**config.mk**
```make
export PLATFORM = sky130hd
export DESIGN_NAME = lfsr_stream_cipher_engine
export DESIGN_NICKNAME = d
export VERILOG_FILES = /design/src/rtl/lfsr_cipher_pkg.sv /design/src/rtl/lfsr_keystream_gen.sv /design/src/rtl/lfsr_stream_cipher_engine.sv
export SDC_FILE = /design/constraint.sdc
export NUM_CORES = 1
export LEC_CHECK = 0
export CAP_MARGIN = 20
export CORE_MARGIN = 2
export CORE_UTILIZATION = 27
export CTS_CLUSTER_SIZE = 28
export DETAILED_ROUTE_END_ITERATION = 16
export GPL_TIMING_DRIVEN = 0
export PLACE_DENSITY = 0.64
export SLEW_MARGIN = 5
export SYNTH_ARGS = -nofsm -noshare
export SYNTH_HDL_FRONTEND = slang
export SYNTH_HIERARCHICAL = 1
export SYNTH_SLANG_ARGS = --single-unit
```
**constraint.sdc**
```tcl
create_clock -name clk -period 1.9 [get_ports clk]
set_clock_uncertainty 0.2 [all_clocks]
set_input_delay 0.38 -clock clk [delete_from_list [all_inputs] [get_ports clk]]
set_output_delay 0.38 -clock clk [all_outputs]
set_load 0.02 [all_outputs]
```
**src/rtl/lfsr_cipher_pkg.sv**
```systemverilog
// ---------------------------------------------------------------------------
// lfsr_cipher_pkg
// Shared definitions for the LFSR stream cipher: FSM state encoding, default
// right-shift Fibonacci tap masks per register width, and the single-step
// LFSR helper used by both the keystream generator and the engine warm-up.
// ---------------------------------------------------------------------------
package lfsr_cipher_pkg;

    // Widest LFSR the helper functions can carry; callers zero-extend into it.
    localparam int LFSR_MAX_W = 64;

    typedef enum logic [1:0] {
        IDLE,
        WARMUP,
        RUN
    } cipher_state_e;

    // Tap masks for the right-shift form: bit 0 is always part of the feedback.
    localparam logic [7:0]  TAPS_W8  = 8'h1D;
    localparam logic [15:0] TAPS_W16 = 16'h002D;
    localparam logic [31:0] TAPS_W32 = 32'h00000057;

    function automatic logic [LFSR_MAX_W-1:0] default_taps(input int w);
        case (w)
            16:      return LFSR_MAX_W'(TAPS_W16);
            32:      return LFSR_MAX_W'(TAPS_W32);
            default: return LFSR_MAX_W'(TAPS_W8);
        endcase
    endfunction

    // One Fibonacci step of a w-bit register held in the low bits of `state`
    // (upper bits must be zero). Feedback enters at the MSB, output is bit 0.
    function automatic logic [LFSR_MAX_W-1:0] lfsr_step(
        input logic [LFSR_MAX_W-1:0] state,
        input logic [LFSR_MAX_W-1:0] taps,
        input int                    w
    );
        logic fb;
        fb = ^(state & taps);
        return (state >> 1) | (LFSR_MAX_W'(fb) << (w - 1));
    endfunction

endpackage

```
**src/rtl/lfsr_keystream_gen.sv**
```systemverilog
// ---------------------------------------------------------------------------
// lfsr_keystream_gen
// Purely combinational: unrolls DATA_W LFSR steps from state_in. Bit i of
// ks_word is the output bit (state[0]) of step i, LSB first; state_out is the
// register value after all DATA_W steps.
//
// Ports:
//   state_in  [LFSR_W-1:0]  current LFSR register
//   ks_word   [DATA_W-1:0]  keystream word for this transfer
//   state_out [LFSR_W-1:0]  register after DATA_W steps
// ---------------------------------------------------------------------------
module lfsr_keystream_gen
    import lfsr_cipher_pkg::*;
#(
    parameter int                LFSR_W = 8,
    parameter int                DATA_W = 8,
    parameter logic [LFSR_W-1:0] TAPS   = LFSR_W'(default_taps(LFSR_W))
) (
    input  logic [LFSR_W-1:0] state_in,
    output logic [DATA_W-1:0] ks_word,
    output logic [LFSR_W-1:0] state_out
);

    logic [LFSR_W-1:0] walk;

    always_comb begin
        ks_word = '0;
        walk    = state_in;
        for (int i = 0; i < DATA_W; i++) begin
            ks_word[i] = walk[0];
            walk = LFSR_W'(lfsr_step(LFSR_MAX_W'(walk), LFSR_MAX_W'(TAPS), LFSR_W));
        end
        state_out = walk;
    end

endmodule

```
**src/rtl/lfsr_stream_cipher_engine.sv**
```systemverilog
// ---------------------------------------------------------------------------
// lfsr_stream_cipher_engine
// Keyed Fibonacci-LFSR stream cipher. A key_load pulse seeds the register
// (a zero key is replaced by SEED_FALLBACK so the LFSR never locks up), an
// optional warm-up run discards WARMUP_STEPS steps, then each accepted input
// word is XORed with the next DATA_W keystream bits. Encrypt == decrypt.
// One registered output stage gives 1-cycle latency at 1 word/cycle.
//
// Ports:
//   clk, rst (async, active-low)
//   key [LFSR_W-1:0], key_load     seed value and (re)seed pulse
//   in_data/in_valid/in_ready      input word stream
//   out_data/out_valid/out_ready   output word stream (registered)
//   keyed                          engine is in RUN
//   lfsr_state [LFSR_W-1:0]        current LFSR register (debug)
// ---------------------------------------------------------------------------
module lfsr_stream_cipher_engine
    import lfsr_cipher_pkg::*;
#(
    parameter int                LFSR_W        = 8,
    parameter int                DATA_W        = 8,
    parameter logic [LFSR_W-1:0] TAPS          = LFSR_W'(default_taps(LFSR_W)),
    parameter int                WARMUP_STEPS  = 0,
    parameter logic [LFSR_W-1:0] SEED_FALLBACK = LFSR_W'(1)
) (
    input  logic              clk,
    input  logic              rst,
    input  logic [LFSR_W-1:0] key,
    input  logic              key_load,
    input  logic [DATA_W-1:0] in_data,
    input  logic              in_valid,
    output logic              in_ready,
    output logic [DATA_W-1:0] out_data,
    output logic              out_valid,
    input  logic              out_ready,
    output logic              keyed,
    output logic [LFSR_W-1:0] lfsr_state
);

    localparam int CNT_W = (WARMUP_STEPS > 1) ? $clog2(WARMUP_STEPS) : 1;
    localparam logic [CNT_W-1:0] CNT_LAST =
        CNT_W'((WARMUP_STEPS > 0) ? (WARMUP_STEPS - 1) : 0);

    cipher_state_e     state_q, state_d;
    logic [LFSR_W-1:0] lfsr_q, lfsr_d;
    logic [CNT_W-1:0]  cnt_q, cnt_d;
    logic [DATA_W-1:0] out_data_q, out_data_d;
    logic              out_valid_q, out_valid_d;

    logic [DATA_W-1:0] ks_word;
    logic [LFSR_W-1:0] lfsr_after_word;
    logic              xfer;

    lfsr_keystream_gen #(
        .LFSR_W (LFSR_W),
        .DATA_W (DATA_W),
        .TAPS   (TAPS)
    ) u_ks (
        .state_in  (lfsr_q),
        .ks_word   (ks_word),
        .state_out (lfsr_after_word)
    );

    // key_load wins over a same-cycle transfer, so it masks in_ready.
    assign in_ready   = (state_q == RUN) && (!out_valid_q || out_ready) && !key_load;
    assign xfer       = in_valid && in_ready;
    assign keyed      = (state_q == RUN);
    assign out_data   = out_data_q;
    assign out_valid  = out_valid_q;
    assign lfsr_state = lfsr_q;

    always_comb begin
        state_d     = state_q;
        lfsr_d      = lfsr_q;
        cnt_d       = cnt_q;
        out_data_d  = out_data_q;
        out_valid_d = out_valid_q;

        if (key_load) begin
            lfsr_d      = (key == '0) ? SEED_FALLBACK : key;
            cnt_d       = '0;
            out_valid_d = 1'b0;
            state_d     = (WARMUP_STEPS > 0) ? WARMUP : RUN;
        end else begin
            case (state_q)
                IDLE: begin
                end
                WARMUP: begin
                    lfsr_d = LFSR_W'(lfsr_step(LFSR_MAX_W'(lfsr_q), LFSR_MAX_W'(TAPS), LFSR_W));
                    if (cnt_q == CNT_LAST) begin
                        cnt_d   = '0;
                        state_d = RUN;
                    end else begin
                        cnt_d = cnt_q + 1'b1;
                    end
                end
                RUN: begin
                    // A push covers a simultaneous pop; otherwise a pop empties the stage.
                    if (xfer) begin
                        out_data_d  = in_data ^ ks_word;
                        out_valid_d = 1'b1;
                        lfsr_d      = lfsr_after_word;
                    end else if (out_valid_q && out_ready) begin
                        out_valid_d = 1'b0;
                    end
                end
                default: begin
                    state_d = IDLE;
                end
            endcase
        end
    end

    always_ff @(posedge clk or negedge rst) begin
        if (!rst) begin
            state_q     <= IDLE;
            lfsr_q      <= '0;
            cnt_q       <= '0;
            out_data_q  <= '0;
            out_valid_q <= 1'b0;
        end else begin
            state_q     <= state_d;
            lfsr_q      <= lfsr_d;
            cnt_q       <= cnt_d;
            out_data_q  <= out_data_d;
            out_valid_q <= out_valid_d;
        end
    end

endmodule

```
==> results by group, run 1 <==
Yosys
  • EDFF count, synth: 0
  • Largest cells by area after synthesis: dfrtp_1 40%, xor2_1 10%, mux2_4 7.9%
  • Syn Area/Cell: approximately 11 sq um
  • Synth Flop Type: dfrtp_1
  • Netlist cell types: 31
  • Asr flop ratio synth: 1.00
  • Yosys warns: 6
  • Sequential area share after synthesis: 0.397
  • Post-synth net total: 126
  • Mapped Area: 0.00113 sq mm
  • Area share of the largest cell type after synthesis: 0.397
  • Area leader, netlist: dfrtp_1
  • Synthesized flop and latch total: 18
  • Syn Inst Count: between 100 and 150

GRT
  • First-pass GRT wire length: 4130 um
  • Vias in the first global route: 940
  • Grt ovf: 0
  • Gr usage total: 0.119
  • Largest net degree at the start of global routing: 19
  • Initial antenna violation count: 0

Cells and area
  • Commonest non-fill, non-tap cell in the layout: clkdlybuf4s50_1
  • ANT cells: 0
  • Most frequent cells in the layout: 26 x clkdlybuf4s50_1, 16 x dfrtp_1, 13 x xor2_1, 10 x dlygate4sd2_1, 10 x xnor2_1
  • Total Nets Final: 169
  • Share of cells above drive strength 1: 0.218
  • Area grow syn2layout: 43.7%

Setup path
  • Crit path kind: register to output port
  • CP Buf/Inv Count: 1
  • Nature of the critical path endpoint: output port
  • Critical path's top delay family: buffers and inverters
  • CP startpoint: out_data[4]
  • Worst path depth: 1
  • Worst R2R End: lfsr_state[6]
  • Worst r2r path cells: 4
  • Worst EP required: between 1000 and 1500 ps
  • Critical path's largest stage delay: 600 ps
  • Reg-to-reg setup timing slack: around 120 ps
  • CP Max Fanout: 2
  • CP max stage cell: clkdlybuf4s50_1
  • Crit path DAT: ~1200 ps
  • Startpoint types: register
  • CP endpoint: out_data[4]
  • CP cell instances: clkdlybuf4s50_1
  • Reg2Reg Launch Point: lfsr_state[4]

Floorplanning
  • Die area: about 0.0047 sq mm
  • I/O pins: 40
  • Core footprint: between 0.004 and 0.005 sq mm
  • Die W: 68.8 um
  • Die Y: approximately 70 um
  • Initial Utilization: 0.281
  • Row count: 23

Timing
  • Worst-Margin Slew: between 800 and 900 ps
  • Min cycle time layout: 1790 ps
  • Final count of negative-setup-slack endpoints: 0
  • Pins Over Slew Limit: 0
  • Final WS setup: 107 ps
  • Fin crit share: 0.943
  • Worst slew margin: 0.453
  • Final Hold Viols: 0
  • Timing-limited maximum frequency: 0.558 GHz
  • RSZ-0062 raised after global routing: false

Drt
  • DRT met1 WL: 1130 um
  • Routed wire length on met2: 1350 um
  • DR vias/cell: 4.53
  • Starting DRT DRC Count: 21
  • DRC Markers: 0
  • Routed met3 length: about 140 um
  • Pre-Repair DR Iteration Count: 4
  • Top layer in use: met4
  • WL/cell: 13.6 um
  • Total routed wirelength: around 2700 um
  • Post-route ant nets: 0
  • Vias: 893

Clock network
  • Setup bufs post-CTS: 0
  • Clk sink count: 18
  • CTS tree: done
  • Total CTS buffers: 3
  • Root buf cell: clkbuf_8
  • Hold buffer count at cts: 0
  • Max Buffers Root-to-Sink: 2
  • Worst-Skew Late Latency: 260 ps
  • H-tree depth reported by CTS: 1
  • CTS clk-pin slew, worst paths: 70 ps

Power and ir drop
  • Worst VDD drop: 0.396 mV
  • Pwr per Cell Area: approximately 1300 mW/mm^2
  • Power, Total: approximately 2.0 mW
  • P_leak: ~0.73 nW

Hold path
  • Worst min-delay path category: primary input to register

Placed design
  • HPWL Detailed: approximately 2000 um
  • Count of input and output buffers: 38
  • Pre-CTS WS: -477 ps
  • Final weighted congestion in routability-driven placement: approximately 0.77

Outcome
  • Status: finished, final reports clean

Run
  • Max-cap violations: 0
==> flip-flops by register name (all words and copies together), names as in the netlist <==
signal / flops
lfsr_state: 8
out_data: 8
out_valid: 1
state_q: 1
==> per-layer routing <==
metal / global-route usage / vias to the layer above
met3: 0.0195 / 5
met1: 0.126 / 425
met4: 0.0564 / 0
met5: 0 / -
li1: - / 435
met2: 0.226 / 28
==> cell families (layout without fill, tap and decap cells) <==
logic type             after synthesis  count (layout)  share of synthesized area
AND/OR/NAND/NOR                     23              23                      0.119
buffers and inverters               18              60                     0.0938
XOR/XNOR                            24              24                      0.199
multiplexers                         8               8                     0.0993
AO/OA/AOI/OAI                       14              14                     0.0916
flip-flops                          18              18                      0.397
==> where the power goes <==
part,total (mW),switching [mW],internal [mW]
combinational,1.08,0.469,0.610
sequential,0.651,0.143,0.508
clock,0.311,0.127,0.184
==> repair_timing <==
| item | 4_1_cts | 5_1_grt |
|---|---|---|
| setup endpoints to repair | 10 | 1 |
| resized for setup | 17 | 2 |
| endpoints found under the hold margin | 0 | 0 |
==> through the flow <==
step / cell area [sq um] / hold slack [ps] / cells / setup TNS [ps] / utilization
finish: 1630 / 264 / 197 / 0 / 0.404
global route: 1630 / 279 / 197 / 0 / 0.404
CTS: 1620 / 260 / 197 / -4.69 / 0.403
detailed placement: 1580 / 297 / 193 / -1790 / 0.391
global placement: 1580 / 287 / 193 / -1580 / 0.391
floorplan: 1130 / -116 / 105 / 0 / -
==> synthesized netlist by cell type, types with 2 or more instances <==
| cell type | count |
|---|---|
| buf_4 | 8 |
| dfrtp_1 | 18 |
| inv_1 | 6 |
| mux2_2 | 2 |
| mux2_4 | 6 |
| nand2_1 | 8 |
| nor2_1 | 2 |
| o21ai_0 | 4 |
| o221ai_1 | 3 |
| o311ai_1 | 3 |
| or2_2 | 2 |
| or4b_1 | 3 |
| xnor2_1 | 10 |
| xor2_1 | 13 |
==> worst min-delay path by stage <==
stage / start / end / slack, ps / depth (start not counted)
6_report: key_load / state_q[1] / 260 / 2
5_1_grt: key_load / state_q[1] / 280 / 2
4_1_cts: key_load / state_q[1] / 260 / 2
3_5_place_dp: out_data[3] / out_data[3] / 300 / 1
3_3_place_gp: out_data[6] / out_data[6] / 290 / 1
2_1_floorplan: rst / lfsr_state[0] / -120 / 0
==> layout make-up <==
class | count | area [sq um]
timing repair buffer | 38 | 368
fill | 406 | 2400
buffer | 11 | 80.1
multi-input combinational | 69 | 584
sequential | 18 | 453
clock buffer | 4 | 55.1
inverter | 7 | 26.3
tap | 50 | 62.6
No activity file was read; power rests on OpenSTA's default activity.
==> run 2: changes to the inputs <==
- PLACE_DENSITY: 0.64 -> 0.66
- clock period: 1.9 -> 1.55 ns (I/O delays scaled with it)
==> run 2 against run 1 <==
The run now ends with negative setup slack left. Power grew 31%. Sequential cell count stayed put. Via count is 6.4% higher. Clock power is 5% higher. Sequential power grew 22%. Largest cell class unchanged. Die area did not move. Global-route usage up 0.87 points. Critical endpoint is now lfsr_state[2]. First-iteration DRC count down 38%. Combinational power up 44%. Core utilization up 4.0 points. Highest routed layer unchanged. Critical path type is now register to register. Cell area rose by 9.8%.
==> results by group, run 2 (synthesized netlist as in run 1, its figures left out) <==
Timing
  • RSZ-0062 raised after global routing: true
  • Final count of negative-setup-slack endpoints: 7 (+7)
  • Worst-Margin Slew: 856 ps (+38.5 ps)
  • Setup TNS: -492 ps (-492 ps)
  • Pins Over Slew Limit: 0 (unchanged)
  • Worst slew margin: 0.428 (-0.0258)
  • Min cycle time layout: 1680 ps
  • Timing-limited maximum frequency: 0.595 GHz
  • Fin crit share: 1.08
  • Final WS setup: -131 ps (-238 ps)
  • Final Hold Viols: 0 (unchanged)

Drt
  • Total routed wirelength: 3040 um (+14%)
  • Post-route ant nets: 0 (unchanged)
  • Starting DRT DRC Count: 13 (-38%)
  • Vias: 950 (+6.4%)
  • DRC Markers: 0 (unchanged)
  • Pre-Repair DR Iteration Count: 4 (unchanged)
  • WL/cell: 14.7 um (+8.4%)
  • DR vias/cell: 4.59 (+1.2%)

Power and ir drop
  • Internal power: 1.67 mW (+28%)
  • Worst VDD drop: 0.369 mV (-6.8%)
  • Pwr per Cell Area: 1490 mW/mm^2 (+19%)
  • Sequential Power Share: 0.298 (-0.021)
  • P_sw: 1.00 mW (+35%)
  • Sw Share: 0.374 (+0.0121)
  • P_leak: 0.797 nW (+8.8%)
  • Logic pwr share: 0.580 (+0.051)
  • Clock power frac: 0.122 (-0.030)

Clock network
  • H-tree depth reported by CTS: 1 (unchanged)
  • CTS clk-pin slew, worst paths: 70 ps (about the same)
  • Clk sink count: 18 (unchanged)
  • Root buf cell: clkbuf_8
  • Hold buffer count at cts: 0 (unchanged)
  • Max Buffers Root-to-Sink: 2 (unchanged)
  • Total CTS buffers: 3 (unchanged)
  • CTS tree: done
  • Worst-Skew Late Latency: 260 ps (about the same)

Floorplanning
  • Die Y: 68.8 um (unchanged)
  • Row count: 23 (unchanged)
  • Die W: 68.8 um (unchanged)
  • Die area: 0.00473 sq mm (unchanged)
  • Core footprint: 0.00403 sq mm (unchanged)
  • Initial Utilization: 0.281 (unchanged)
  • I/O pins: 40 (unchanged)

GRT
  • First-pass GRT wire length: 4410 um (+6.7%)
  • Top Usage Layer GRT: met2
  • Vias in the first global route: 990 (+5.3%)
  • Met2 usage: 0.228 (+0.00240)
  • Grt ovf: 0 (unchanged)
  • Met1 usage: 0.143 (+0.0174)
  • Met3 usage: 0.0211 (+0.00162)
  • Gr usage total: 0.127 (+0.00866)
  • Initial antenna violation count: 0 (unchanged)
  • Largest net degree at the start of global routing: 19 (unchanged)

Cells and area
  • Util after Layout: 0.444 (+0.0398)
  • Total Nets Final: 180 (+6.5%)
  • Most frequent cells in the layout: 18 x buf_4, 17 x clkdlybuf4s50_1, 10 x xor2_1, 10 x dlygate4sd2_1
  • Post-layout instance area: 0.00179 sq mm (+9.8%)
  • # fillers: 385 (-5.2%)
  • Share of cells above drive strength 1: 0.439 (+0.222)
  • ANT cells: 0 (unchanged)
  • Commonest non-fill, non-tap cell in the layout: buf_4
  • Area grow syn2layout: 57.8%

Setup path
  • CP max stage cell: or4b_4
  • Crit path DAT: 1630 ps (+420 ps)
  • Crit path kind: register to register
  • Critical path's top delay family: simple AND/OR/NAND/NOR gates
  • Critical path's largest stage delay: 490 ps (-110 ps)
  • CP Max Fanout: 5 (+3)
  • Nature of the critical path endpoint: register
  • Startpoint types: register
  • CP Buf/Inv Count: 0 (-1)
  • Worst EP required: 1500 ps (+180 ps)
  • CP cell instances: xor2_2 -> xnor2_1 -> or4b_4 -> o311ai_2

Outcome
  • Status: complete, but fails checks
  • Violated checks: negative setup slack

Run
  • Max-cap violations: 0 (unchanged)

Placed design
  • Placed inst area: 0.00160 sq mm (+1.4%)
  • HPWL Detailed: 2120 um (+3.5%)
  • Count of input and output buffers: 38 (unchanged)
  • Pre-CTS WS: -695 ps (-219 ps)
  • Final weighted congestion in routability-driven placement: 0.849 (+11%)

Hold path
  • Worst min-delay path category: primary input to register
==> run 2: cell count changes in the layout (fill, tap and decap cells not counted), sizes merged <==
| cell | change |
|---|---|
| dlymetal6s2s | -1 |
| buf | +16 |
| clkdlybuf4s50 | -9 |
| clkdlybuf4s15 | +4 |
==> run 2: per-stage QoR <==
stage | std cells | total power [mW] | hold WS, ps
final | 207 | 2.67 | 228
after CTS | 202 | 2.52 | 207
after floorplan | 105 | 1.69 | -186
after global routing | 207 | 2.85 | 251
after global placement | 193 | 2.16 | 291
after detailed placement | 193 | 2.19 | 303
==> run 2: metal layers <==
layer  up-vias  part of all wire  wire length (um)
met2        34              0.54              1650
met4         0             0.024                72
met5         -                 0                 0
met3         6             0.062               189
li1        457                 -                 -
met1       453              0.37              1140
==> run 2: final timing paths <==
path | start | endpoint | slack, ps | cells past startpoint
worst max-delay path | lfsr_state[5] | lfsr_state[2] | -130 | 4
max in group asynchronous | rst | lfsr_state[3] | 220 | 1
worst min register to register | out_data[0] | out_data[0] | 310 | 1
worst min-delay path | key_load | lfsr_state[6] | 230 | 2
min in group asynchronous | rst | out_data[0] | 340 | 1
worst max register to register | lfsr_state[5] | lfsr_state[2] | -130 | 4
==> run 2: power groups by stage <==
stage	logic [mW]	registers [mW]	clock network, mW
finish	1.55	0.796	0.327
global route	1.68	0.816	0.352
global placement	1.35	0.813	0
detailed placement	1.36	0.827	0
CTS	1.38	0.794	0.339
floorplan	0.721	0.970	0
==> run 2: repair_timing <==
| action | 4_1_cts | 5_1_grt |
|---|---|---|
| pin swaps | 2 | 9 |
| endpoints found under the setup margin | 32 | 14 |
| buffers inserted | 6 | 6 |
| resized for setup | 53 | 16 |
==> run 2: final cells by class <==
cell class              instances  area [sq um]  share of cell area
clock buffers                   3          41.3              0.0231
inverters                       7          26.3              0.0147
flip-flops and latches         18           462               0.258
repair buffers                 49           434               0.243
multi-input cells              69           679               0.380
plain buffers                  11          83.8              0.0469
well taps                      50          62.6              0.0350
==> run 2: worst reg2reg max path, cell delays in order (launching register included) <==
cell and delay (ps):
dfrtp_2 460, xor2_2 210, xnor2_1 140, or4b_4 490, o311ai_2 80
